==> config.mk <==
export PLATFORM = sky130hd
export DESIGN_NAME = mem_port_arbiter
export DESIGN_NICKNAME = d
export VERILOG_FILES = /design/src/rtl/mem_port_arbiter.sv
export SDC_FILE = /design/constraint.sdc
export NUM_CORES = 1
export LEC_CHECK = 0
export ABC_AREA = 1
export CAP_MARGIN = 40
export CORE_AREA = 2 2 104 106
export DETAILED_ROUTE_END_ITERATION = 8
export DIE_AREA = 0 0 106 108
export HOLD_SLACK_MARGIN = 0.15
export MAX_ROUTING_LAYER = met4
export PLACE_DENSITY = 0.69
export SYNTH_ARGS = -nofsm -noshare
export SYNTH_HDL_FRONTEND = slang
export SYNTH_SLANG_ARGS = --single-unit
==> constraint.sdc <==
create_clock -name clk -period 1.5 [get_ports clk]
set_input_delay 0.3 -clock clk [delete_from_list [all_inputs] [get_ports clk]]
set_output_delay 0.3 -clock clk [all_outputs]
set_load 0.01 [all_outputs]
==> src/rtl/mem_port_arbiter.sv <==
`default_nettype none
// ============================================================================
// Module   : mem_port_arbiter
// Brief    : Shares one single-port memory between fetch and data ports; one
//            transaction in flight. Build option ARB_ROUND_ROBIN_EN.
// Revision : 1.0
// ============================================================================
module mem_port_arbiter #(
    parameter int ADDR_W = 32,
    parameter int DATA_W = 32
) (
    input  logic              clk,
    input  logic              res,
    input  logic              instr_req,
    input  logic [ADDR_W-1:0] instr_adr,
    output logic              instr_gnt,
    output logic              instr_r_valid,
    output logic [DATA_W-1:0] instr_read,
    input  logic              data_req,
    input  logic [ADDR_W-1:0] data_adr,
    input  logic              data_write_enable,
    input  logic [DATA_W-1:0] data_write,
    output logic              data_gnt,
    output logic              data_r_valid,
    output logic [DATA_W-1:0] data_read,
    output logic              mem_req,
    output logic [ADDR_W-1:0] mem_adr,
    output logic              mem_we,
    output logic [DATA_W-1:0] mem_wdata,
    input  logic              mem_gnt,
    input  logic              mem_r_valid,
    input  logic [DATA_W-1:0] mem_rdata
);

    localparam logic [1:0] c_IDLE      = 2'd0;
    localparam logic [1:0] c_REQ       = 2'd1;
    localparam logic [1:0] c_RESP      = 2'd2;
    localparam logic       c_OWN_INSTR = 1'b0;
    localparam logic       c_OWN_DATA  = 1'b1;

    logic [1:0] r_state;
    logic [1:0] w_state_nxt;
    logic       r_owner;
    logic       w_owner_nxt;
    logic       w_owner_req;
    logic       w_arb_data;
    logic       w_issue;

    assign w_owner_req = (r_owner == c_OWN_DATA) ? data_req : instr_req;
    assign w_issue     = (r_state == c_REQ) && w_owner_req;

`ifdef ARB_ROUND_ROBIN_EN
    logic r_last_owner;

    always_ff @(posedge clk or posedge res) begin
        if (res) begin
            r_last_owner <= c_OWN_INSTR;
        end else if (w_issue && mem_gnt) begin
            r_last_owner <= r_owner;
        end
    end

    // On contention the port not served last wins.
    assign w_arb_data = data_req && !(instr_req && (r_last_owner == c_OWN_DATA));
`else
    assign w_arb_data = data_req;
`endif

    always_ff @(posedge clk or posedge res) begin
        if (res) begin
            r_state <= c_IDLE;
            r_owner <= c_OWN_INSTR;
        end else begin
            r_state <= w_state_nxt;
            r_owner <= w_owner_nxt;
        end
    end

    always_comb begin
        w_state_nxt = r_state;
        w_owner_nxt = r_owner;
        case (r_state)
            c_IDLE: begin
                if (data_req || instr_req) begin
                    w_state_nxt = c_REQ;
                    w_owner_nxt = w_arb_data ? c_OWN_DATA : c_OWN_INSTR;
                end
            end
            c_REQ: begin
                // A withdrawn request aborts without ever reaching memory.
                if (!w_owner_req) begin
                    w_state_nxt = c_IDLE;
                end else if (mem_gnt) begin
                    w_state_nxt = c_RESP;
                end
            end
            c_RESP: begin
                if (mem_r_valid) begin
                    w_state_nxt = c_IDLE;
                end
            end
            default: begin
                w_state_nxt = c_IDLE;
            end
        endcase
    end

    always_comb begin
        mem_req       = w_issue;
        mem_adr       = '0;
        mem_we        = 1'b0;
        mem_wdata     = '0;
        instr_gnt     = 1'b0;
        data_gnt      = 1'b0;
        instr_r_valid = 1'b0;
        data_r_valid  = 1'b0;
        if (r_state == c_REQ) begin
            if (r_owner == c_OWN_DATA) begin
                mem_adr   = data_adr;
                mem_we    = data_write_enable;
                mem_wdata = data_write;
            end else begin
                mem_adr   = instr_adr;
            end
        end
        instr_gnt     = w_issue && mem_gnt && (r_owner == c_OWN_INSTR);
        data_gnt      = w_issue && mem_gnt && (r_owner == c_OWN_DATA);
        instr_r_valid = (r_state == c_RESP) && mem_r_valid && (r_owner == c_OWN_INSTR);
        data_r_valid  = (r_state == c_RESP) && mem_r_valid && (r_owner == c_OWN_DATA);
    end

    assign instr_read = mem_rdata;
    assign data_read  = mem_rdata;

endmodule
`default_nettype wire
; ---- Word level (Yosys, flattened, before mapping)
; Index checks and enable logic that the tools add are counted.
[totals]
reg_bits = 3
latchBits = 0
ramBits = 0
romBits = 0
inputBits = 135
out_inout_bits = 134
n_memories = 0
[classes]
n_addsub = 0
mul = 0
n_div = 0
n_lt_le_gt_ge = 0
eq_ne = 5
shift = 0
n_mux = 13
bitwise = 1
n_reduce_logical = 11
[ops]
columns = op, n
row1 = 32-bit 2-to-1 mux, 4
row2 = 2-bit 2-to-1 mux, 4
row3 = 1-bit logical AND, 7
row4 = 2-bit case mux with 3 select lines, 1
row5 = 1-bit 2-to-1 mux, 4
row6 = 2-bit inequality test (second input constant), 2
row7 = 3-bit inequality test (second input constant), 1
row8 = 3-bit AND reduction, 1
row9 = 2-bit by 1-bit == test with 1-bit output (second input constant), 1
row10 = 2-bit == test (second input constant), 1
row11 = 2-bit zero test, 1
row12 = 2-bit AND reduction, 1
row13 = 1-bit logical OR, 1
row14 = 1-bit inverter, 1

; ---- Depth between registers and ports, before layout
[depth]
depth_word = 4
mapped_depth = 6
mapped_depth_nobuf = 5

; ---- Worst setup path after synthesis
; OpenSTA, ideal clock, no wires.
[synth_path]
kind = reg2out
from = reg r_state[1]
to = out mem_wdata[10]
t_arrival_ns = 1.002
required_time_ns = 1.200
path_slack_ns = 0.198
path_stages_with_launch = 6
n_path_buf = 2
cell_sequence = dfrtp_1 -> nor2_4 -> inv_2 -> buf_6 -> buf_6 -> nor2_1
[synth_via]
elab_chain_cells = 2
[synth_lines]
columns = item, line_no
row1 = start: declaration, 41  ; logic [1:0] r_state;
row2 = start signal: assignment, 71  ; r_state <= c_IDLE;
row3 = start signal: assignment, 74  ; r_state <= w_state_nxt;
row4 = 2-bit by 1-bit == test with 1-bit output, 117  ; if (r_state == c_REQ) begin
row5 = 32-bit 2-to-1 mux, 117
row6 = end: declaration, 29  ; output logic [DATA_W-1:0] mem_wdata,
; Every way passes these cells.

; ---- Final worst setup path
[layout_path]
from = reg r_owner
to = out mem_wdata[8]
[layout_via]
elab_chain_cells = 2
[layout_lines]
columns = item, line_no
row1 = start: declaration, 43  ; logic r_owner;
row2 = start signal: assignment, 72  ; r_owner <= c_OWN_INSTR;
row3 = start signal: assignment, 75  ; r_owner <= w_owner_nxt;
row4 = 32-bit 2-to-1 mux, 118  ; if (r_owner == c_OWN_DATA) begin
row5 = 32-bit 2-to-1 mux, 117
; Every way passes these cells.

==> out/metrics.yaml <==
synth_area_leaders: "buf_4, nand2_1, nor2_1"
synthMuxAreaShare: 0
worst_slack_ns: -0.180
grtUsageTotal: 0.125
syn_area_sq_mm: 0.00149
htreeDepth: 1
power-per-cell-area_mw_per_mm2: 1740
final_cell_mix: "clkdlybuf4s50_1, buf_2, nand2_2"
place.gp.congestion: 0.757
clock.fmax_mhz: 595
routed_wl_mm: 8.26
grt-ovfl-total: 0
synth_area_leader_cell: "buf_4"
skew_ns: 0.00181
synth_fa_ha_area_frac: 0
critPathCaptureType: "primary output"
arrival_ns: 1.38
finalHoldWorstSlack_ns: 0.257
crit_buf_inv: 5
stdcell_count: 538
antenna_found_initial: 0
cap_violations: 0
grt_first_pass_wirelength_mm: 11.0
path_clk_slew_ns: 0.03
syn_nets: 406
synth_top_family_by_area: "buffers and inverters"
dp.cells: 508
dieArea_sq_mm: 0.0114
p_leak_nw: 1.69
setup_tns_ns: -7.90
fin_area_sq_mm: 0.00356
synth_simple_gate_area_frac: 0.385
mostFrequentLayoutCell: "clkdlybuf4s50_1"
die_height_um: 108
cts_tree: "done"
seq_area_frac_synth: 0.0504
max-clock-path-buffers: 2
pin_count: 269
tightest_slew_ns: 0.259
antenna_cells: 0
hpwl_mm: 4.88
drv_slew: 0
start_util: 0.146
synth_compound_area_frac: 0.139
status: "finished with violations"
setup_viol: 69
path_delay_family: "buffers and inverters"
fill_cells: 1087
clk_latency_ns: 0.22
numCtsBuffers: 3
required_ns: 1.20
netlist-cell-type-count: 14
crit_fanout: 8
worstPathCellList: "buf_6 -> buf_8 -> buf_12 -> buf_16 -> nand2_2 -> nor2_1 -> buf_2"
rsz0062_at_grt: "true"
max-slew-margin-rel: 0.825
cp_slowest_cell: "dfrtp_2"
period_needed_ns: 1.68
routedWlPerCell_um: 15.4
port-buffer-count: 172
ys_ff_latch: 3
area_growth_pct: 139
synth_top_area_share: 0.343
criticalPathCategory: "reg2out"
finalCritPeriodShare: 1.12
die_width_um: 106
yosysWarnings: 0
fp.coreArea_sq_mm: 0.0102
timing_hold_violations_final: 0
ant_nets: 0
vias: 2197
failed_checks: "setup timing"
start_kind: "flop"
clock-root-buffer: "clkbuf_8"
post-route-drc-count: 0
critical-path-max-stage-delay_ns: 0.41
synth.avg_cell_area_sq_um: 5.49
synth_xor_area_frac: 0
clock-sinks: 3
dpl-instance-area_sq_mm: 0.00291
drtIter0Drc: 78
drt_first_pass_iters: 4
drive_gt1_frac: 0.537
vdd_drop_max_mv: 0.849
layout.nets: 538
row_count: 37
grt_start_max_net_pins: 35
min_path_type: "in2async"
synth_cells: 271
grt_pass1_vias: 2220
drt-vias-per-instance: 4.08
## cells by family after synthesis
family,count (synthesis)
buf+inv,86
flops,3
compound gates,34
simple gates,148
## Yosys cell counts
cell,instances
buf_2,8
inv_1,1
nand3b_1,2
o21ai_0,1
buf_4,68
inv_2,3
a21oi_2,10
nand2_1,105
nor2_1,38
nor2_4,1
a21oi_1,23
buf_6,6
dfrtp_1,3
nand3_1,2
## repair_timing
item	in CTS	in global routing
setup endpoints to repair	70	70
resized for setup	369	71
gates cloned	9	4
pin swaps	20	24
hold buffers	0	0
buffers inserted	15	0
## where the power goes
| part | switching, W | internal (W) | total, W |
|---|---|---|---|
| clock | 0.0000574 | 0.000182 | 0.000239 |
| combinational | 0.00296 | 0.00283 | 0.00579 |
| sequential | 0.0000300 | 0.000121 | 0.000151 |
## area by class of cell
type | instances | area, sq um | area share
tap | 136 | 170 | 0.0478
sequential | 3 | 76.3 | 0.0214
inverter | 4 | 32.5 | 0.00914
clock buffer | 4 | 45.0 | 0.0127
multi-input combinational | 182 | 1230 | 0.345
timing repair buffer | 209 | 2010 | 0.564
## metrics by stage
step | power [W] | util | worst slack, ns
final | 0.00618 | 0.348 | -0.180
after global routing | 0.00657 | 0.348 | -0.220
after CTS | 0.00553 | 0.320 | -0.179
after detailed placement | 0.00398 | 0.284 | -0.549
after global placement | 0.00392 | 0.284 | -0.482
after floorplan | 0.00226 | - | 0.198
## metal layers
layer	GRT usage	routed length, um	vias up
met5	-	0	-
met2	0.238	4460	123
met3	0.0259	650	36
met4	0.0517	261	0
li1	-	-	1040
met1	0.125	2890	998
## final timing paths
path / slack, ns / cells past startpoint / to / from
setup / recovery: -0.18 / 7 / mem_wdata[8] / r_owner
min in group clk: 0.59 / 3 / r_state[0] / instr_req
setup reg to reg: 0.26 / 6 / r_owner / r_state[1]
hold / removal: 0.26 / 2 / r_state[0] / res
hold reg to reg: 0.67 / 4 / r_owner / r_state[0]
max in group asynchronous: 1.11 / 2 / r_owner / res
## sequential cells by signal (all words and copies together), names as in the netlist
signal and count:
r_owner 1, r_state 2
Power figures use the tool's default switching activity.
